[config.mk]
export PLATFORM = sky130hd
export DESIGN_NAME = ex_div
export DESIGN_NICKNAME = d
export VERILOG_FILES = /design/src/rtl/ex_div.sv
export SDC_FILE = /design/constraint.sdc
export NUM_CORES = 1
export LEC_CHECK = 0
export CORE_AREA = 3 3 133 168
export CTS_CLUSTER_SIZE = 12
export DETAILED_ROUTE_END_ITERATION = 16
export DIE_AREA = 0 0 136 171
export GPL_TIMING_DRIVEN = 0
export HOLD_SLACK_MARGIN = 0.05
export PLACE_DENSITY = 0.94
export REMOVE_ABC_BUFFERS = 1
export SYNTH_ARGS = -nofsm -noshare
export SYNTH_HDL_FRONTEND = slang
export SYNTH_SLANG_ARGS = --single-unit
[constraint.sdc]
create_clock -name clk -period 12.01 [get_ports clk]
set_clock_uncertainty 0.05 [all_clocks]
set_input_delay 1.201 -clock clk [delete_from_list [all_inputs] [get_ports clk]]
set_output_delay 1.201 -clock clk [all_outputs]
set_load 0.01 [all_outputs]
[src/rtl/ex_div.sv]
// Iterative 32-bit restoring divider for the execute stage: one quotient bit per cycle,
// signed/unsigned, divide-by-zero and pipeline-flush aware. Stalls IF/ID and ID/EX while busy.
module ex_div (
   input  logic        clk,
   input  logic        rst_n,
   input  logic [6:0]  ex_aluop_i,
   input  logic [31:0] ex_reg1_i,
   input  logic [31:0] ex_reg2_i,
   input  logic        cancel_i,
   output logic        stallreq_o,
   output logic        div_done_o,
   output logic [31:0] div_lo_o,
   output logic [31:0] div_hi_o,
   output logic        div_by_zero_o
);

   localparam logic [6:0] AluopDiv  = 7'b0011010;
   localparam logic [6:0] AluopDivu = 7'b0011011;

   typedef enum logic [1:0] {StIdle, StByZero, StOn, StEnd} state_e;

   state_e      state_q, state_d;
   logic [5:0]  count_q, count_d;
   logic [64:0] work_q, work_d;
   logic [31:0] divisor_q, divisor_d;
   logic        signed_q, signed_d;
   logic        dvd_neg_q, dvd_neg_d;
   logic        quot_neg_q, quot_neg_d;
   logic [31:0] lo_q, lo_d;
   logic [31:0] hi_q, hi_d;
   logic        dbz_q, dbz_d;

   logic        is_div, is_signed_op, a_neg, b_neg;
   logic [31:0] a_mag, b_mag;
   logic [64:0] shifted, iter_work;
   logic [33:0] trial;
   logic [31:0] quot_final, rem_final;

   assign is_div       = (ex_aluop_i == AluopDiv) || (ex_aluop_i == AluopDivu);
   assign is_signed_op = (ex_aluop_i == AluopDiv);
   assign a_neg        = is_signed_op & ex_reg1_i[31];
   assign b_neg        = is_signed_op & ex_reg2_i[31];
   // 0x80000000 negates to itself, which is already the correct unsigned magnitude.
   assign a_mag        = a_neg ? (32'd0 - ex_reg1_i) : ex_reg1_i;
   assign b_mag        = b_neg ? (32'd0 - ex_reg2_i) : ex_reg2_i;

   // Partial remainder can exceed 32 bits after the shift, so trial is kept 34 bits wide.
   assign shifted    = {work_q[63:0], 1'b0};
   assign trial      = {1'b0, shifted[64:32]} - {2'b00, divisor_q};
   assign iter_work  = trial[33] ? shifted : {trial[32:0], shifted[31:1], 1'b1};
   assign quot_final = (signed_q & quot_neg_q) ? (32'd0 - iter_work[31:0]) : iter_work[31:0];
   assign rem_final  = (signed_q & dvd_neg_q) ? (32'd0 - iter_work[63:32]) : iter_work[63:32];

   always_comb begin
      state_d    = state_q;
      count_d    = count_q;
      work_d     = work_q;
      divisor_d  = divisor_q;
      signed_d   = signed_q;
      dvd_neg_d  = dvd_neg_q;
      quot_neg_d = quot_neg_q;
      lo_d       = lo_q;
      hi_d       = hi_q;
      dbz_d      = dbz_q;
      if (cancel_i) begin
         state_d = StIdle;
         count_d = 6'd0;
      end else begin
         unique case (state_q)
            StIdle: begin
               if (is_div) begin
                  if (ex_reg2_i == 32'd0) begin
                     state_d = StByZero;
                  end else begin
                     work_d     = {33'd0, a_mag};
                     divisor_d  = b_mag;
                     signed_d   = is_signed_op;
                     dvd_neg_d  = a_neg;
                     quot_neg_d = a_neg ^ b_neg;
                     count_d    = 6'd0;
                     state_d    = StOn;
                  end
               end
            end
            StByZero: begin
               lo_d    = 32'd0;
               hi_d    = 32'd0;
               dbz_d   = 1'b1;
               state_d = StEnd;
            end
            StOn: begin
               work_d  = iter_work;
               count_d = count_q + 6'd1;
               if (count_q == 6'd31) begin
                  lo_d    = quot_final;
                  hi_d    = rem_final;
                  dbz_d   = 1'b0;
                  state_d = StEnd;
               end
            end
            StEnd:   state_d = StIdle;
            default: state_d = StIdle;
         endcase
      end
   end

   always_ff @(posedge clk or negedge rst_n) begin
      if (!rst_n) begin
         state_q    <= StIdle;
         count_q    <= 6'd0;
         work_q     <= 65'd0;
         divisor_q  <= 32'd0;
         signed_q   <= 1'b0;
         dvd_neg_q  <= 1'b0;
         quot_neg_q <= 1'b0;
         lo_q       <= 32'd0;
         hi_q       <= 32'd0;
         dbz_q      <= 1'b0;
      end else begin
         state_q    <= state_d;
         count_q    <= count_d;
         work_q     <= work_d;
         divisor_q  <= divisor_d;
         signed_q   <= signed_d;
         dvd_neg_q  <= dvd_neg_d;
         quot_neg_q <= quot_neg_d;
         lo_q       <= lo_d;
         hi_q       <= hi_d;
         dbz_q      <= dbz_d;
      end
   end

   assign stallreq_o    = rst_n & ~cancel_i &
                          ((state_q == StOn) || (state_q == StByZero) ||
                           ((state_q == StIdle) && is_div));
   assign div_done_o    = rst_n & ~cancel_i & (state_q == StEnd);
   assign div_lo_o      = lo_q;
   assign div_hi_o      = hi_q;
   assign div_by_zero_o = dbz_q;

endmodule

==> flow_metrics.tcl <==
set metrics [dict create \
    leakage_nw 6.08 \
    fmax_mhz 155 \
    gp_congestion 0.951 \
    ioPinCount 141 \
    grtUsageTotal_pct 31.7 \
    avgSynthCellArea_um2 7.96 \
    post-route-min-period_ns 6.44 \
    fp.coreArea_um2 20800 \
    route.detailed.drc 0 \
    grt_max_degree 123 \
    port_buffers 140 \
    synth_area_um2 12500 \
    dr.pass1.iters 6 \
    die_w_um 136 \
    die_area_um2 23300 \
    setup_violations 0 \
    worstPathArrival_ns 6.75 \
    syn_inst 1566 \
    grt_pass1_vias 12032 \
    holdBufCountCts 0 \
    dp_hpwl_um 26900 \
    synth_top_cell_area_share_pct 34.5 \
    yosysUniqueCellTypes 87 \
    post_cts_buffers 0 \
    max_slew.worst_pin.slew_ns 1.12 \
    hold_path.class "flip-flop to flip-flop" \
    criticalPathCategory "flip-flop to flip-flop" \
    finalCritPeriodShare_pct 53.6 \
    postPlaceCellArea_um2 14000 \
    final_antenna_net_count 0 \
    drt_iter0_markers 1177 \
    nFillCells 1575 \
    hold_violations 0 \
    synth.area.top_cells "dfrtp_1 35%, nand2_1 7.2%, o21ai_0 6.8%" \
    status "completed" \
    cts.sinks 172 \
    yosysWarnings 0 \
    synth_edf_count 0 \
    wl_per_cell_um 18.9 \
    rsz0062_at_grt "false" \
    cts.path.max_buffers 2 \
    worst_setup_path_end_kind "flip-flop" \
    vias 12190 \
    antennaDiodeCount 0 \
    ys_seq_area_share_pct 34.5 \
    via_per_inst 6.30 \
    synth.most_common_cell "nand2_1" \
    relSlewSlack_pct 23.4 \
    layout-drive-gt1-share_pct 5.60 \
    cts_root_buffer "clkbuf_16" \
    critPathLaunchType "flip-flop" \
    synth-seq-cells 172 \
    rows 59 \
    fin_nets 1764 \
    worstSkewPairLatency_ns 0.44 \
    utilization_pct 70.1 \
    cts.htree.levels 4 \
    ys.flop_type "dfrtp_1" \
    fin_tns_setup_ns 0 \
    synth_area_leader_cell "dfrtp_1" \
    antenna_found_initial 0 \
    clk_pin_slew_ns 0.08 \
    drv_slew 0 \
    finish.instance_area_um2 14600 \
    crit_path_max_fanout 41 \
    routed_wl_um 36700 \
    async_flop_share_pct 100 \
    grt_pass1_wl_um 59300 \
    maxCapViolCount 0 \
    cts_resized 0 \
    syn_to_final_growth_pct 17.1 \
    finalPower_mw 2.11 \
    die_y_um 171 \
    netlist_top_cells_count "238 x nand2_1, 172 x dfrtp_1, 170 x o21ai_0" \
    critPathRequiredTime_ns 12.32 \
    dp_slack_ns 5.76 \
    cts_tree "yes" \
    grt_overflow_total 0 \
    vdd_ir_drop_max_uv 98.4 \
    powerDensity_nw_per_um2 145 \
    numCtsBuffers 17 \
    initial_utilization_pct 59.9 \
    timing.final.ws_setup_ns 5.57 \
]
-- cell families after synthesis --
logic type | Yosys count | synth area share [%]
simple gates | 561 | 21.1
compound gates | 499 | 24.4
flops | 172 | 34.5
buf+inv | 141 | 4.87
xor+xnor | 136 | 9.56
fa+ha+maj | 42 | 4.28
mux | 15 | 1.25
-- layout by cell type (no fill, tap or decap), types with 17 or more instances in the layout --
master	count
nand2_1	237
dfrtp_1	172
o21ai_0	170
a21oi_1	144
nor2_1	144
clkdlybuf4s50_1	139
xnor2_1	68
xor2_1	68
inv_1	55
ha_1	40
o31ai_1	35
nor3_1	32
o21ai_1	20
nor4_1	19
nand3_1	19
a31oi_1	18
clkbuf_16	17
-- per-stage QoR --
| stage | hold slack, ns | std cells |
|---|---|---|
| 2_1_floorplan | 0.400 | 1482 |
| 3_5_place_dp | 0.420 | 1903 |
| 6_report | 0.428 | 1935 |
| 4_1_cts | 0.435 | 1935 |
| 3_3_place_gp | 0.410 | 1896 |
| 5_1_grt | 0.451 | 1935 |
-- state kept, by name, indices dropped and copies added, names as in the netlist --
signal         count
state_q            2
div_by_zero_o      1
signed_q           1
work_q            64
div_hi_o          32
count_q            6
div_lo_o          32
divisor_q         32
dvd_neg_q          1
quot_neg_q         1
-- cell type report --
class                   count  area [µm²]  area share, %
clock buffers              18         429           2.94
clock inverters            14         156           1.07
inverters                  57         216           1.48
multi-input cells        1253        7570           51.9
flip-flops and latches    172        4300           29.5
well taps                 274         343           2.35
repair buffers            147        1580           10.8
-- path summary, 6_finish.rpt --
check	startpoint	endpoint	slack, ns	cells past startpoint
worst max-delay path	work_q[49]$_DFFE_PN0P_	div_hi_o[30]$_DFFE_PN0P_	5.57	17
worst min-delay path	div_hi_o[19]$_DFFE_PN0P_	div_hi_o[19]$_DFFE_PN0P_	0.43	2
worst max register to register	work_q[49]$_DFFE_PN0P_	div_hi_o[30]$_DFFE_PN0P_	5.57	17
worst min register to register	div_hi_o[19]$_DFFE_PN0P_	div_hi_o[19]$_DFFE_PN0P_	0.43	2
max in group asynchronous	rst_n	work_q[59]$_DFFE_PN0P_	10.31	2
min in group asynchronous	rst_n	div_lo_o[6]$_DFFE_PN0P_	0.62	1
-- power breakdown --
part,switching (mW),leakage (nW),internal [mW]
clock,0.269,0.273,0.295
sequential,0.118,2.24,0.698
combinational,0.423,3.56,0.309
-- per-layer routing --
| metal | up-vias | GRT usage [%] | routed length (µm) |
|---|---|---|---|
| li1 | 5697 | - | - |
| met1 | 5803 | 38.8 | 14400 |
| met2 | 592 | 55.5 | 18400 |
| met3 | 98 | 4.76 | 2530 |
| met4 | 0 | 13.9 | 1390 |
| met5 | - | 0 | 0 |
-- critical path: stages, from the launching register on --
cell	delay (ns)
dfrtp_1	0.44
ha_1	0.46
a21oi_2	0.29
o21ai_2	0.12
a31o_1	0.27
a221oi_4	0.48
nand2_4	0.49
o21ai_0	0.58
ha_1	0.30
nand2_1	0.11
a311oi_1	0.32
nand4_1	0.21
nor3_1	0.46
nand2_1	0.16
a2111oi_0	1.01
a31oi_1	0.24
xor2_1	0.19
o21ai_1	0.15
Power figures use the tool's default switching activity.
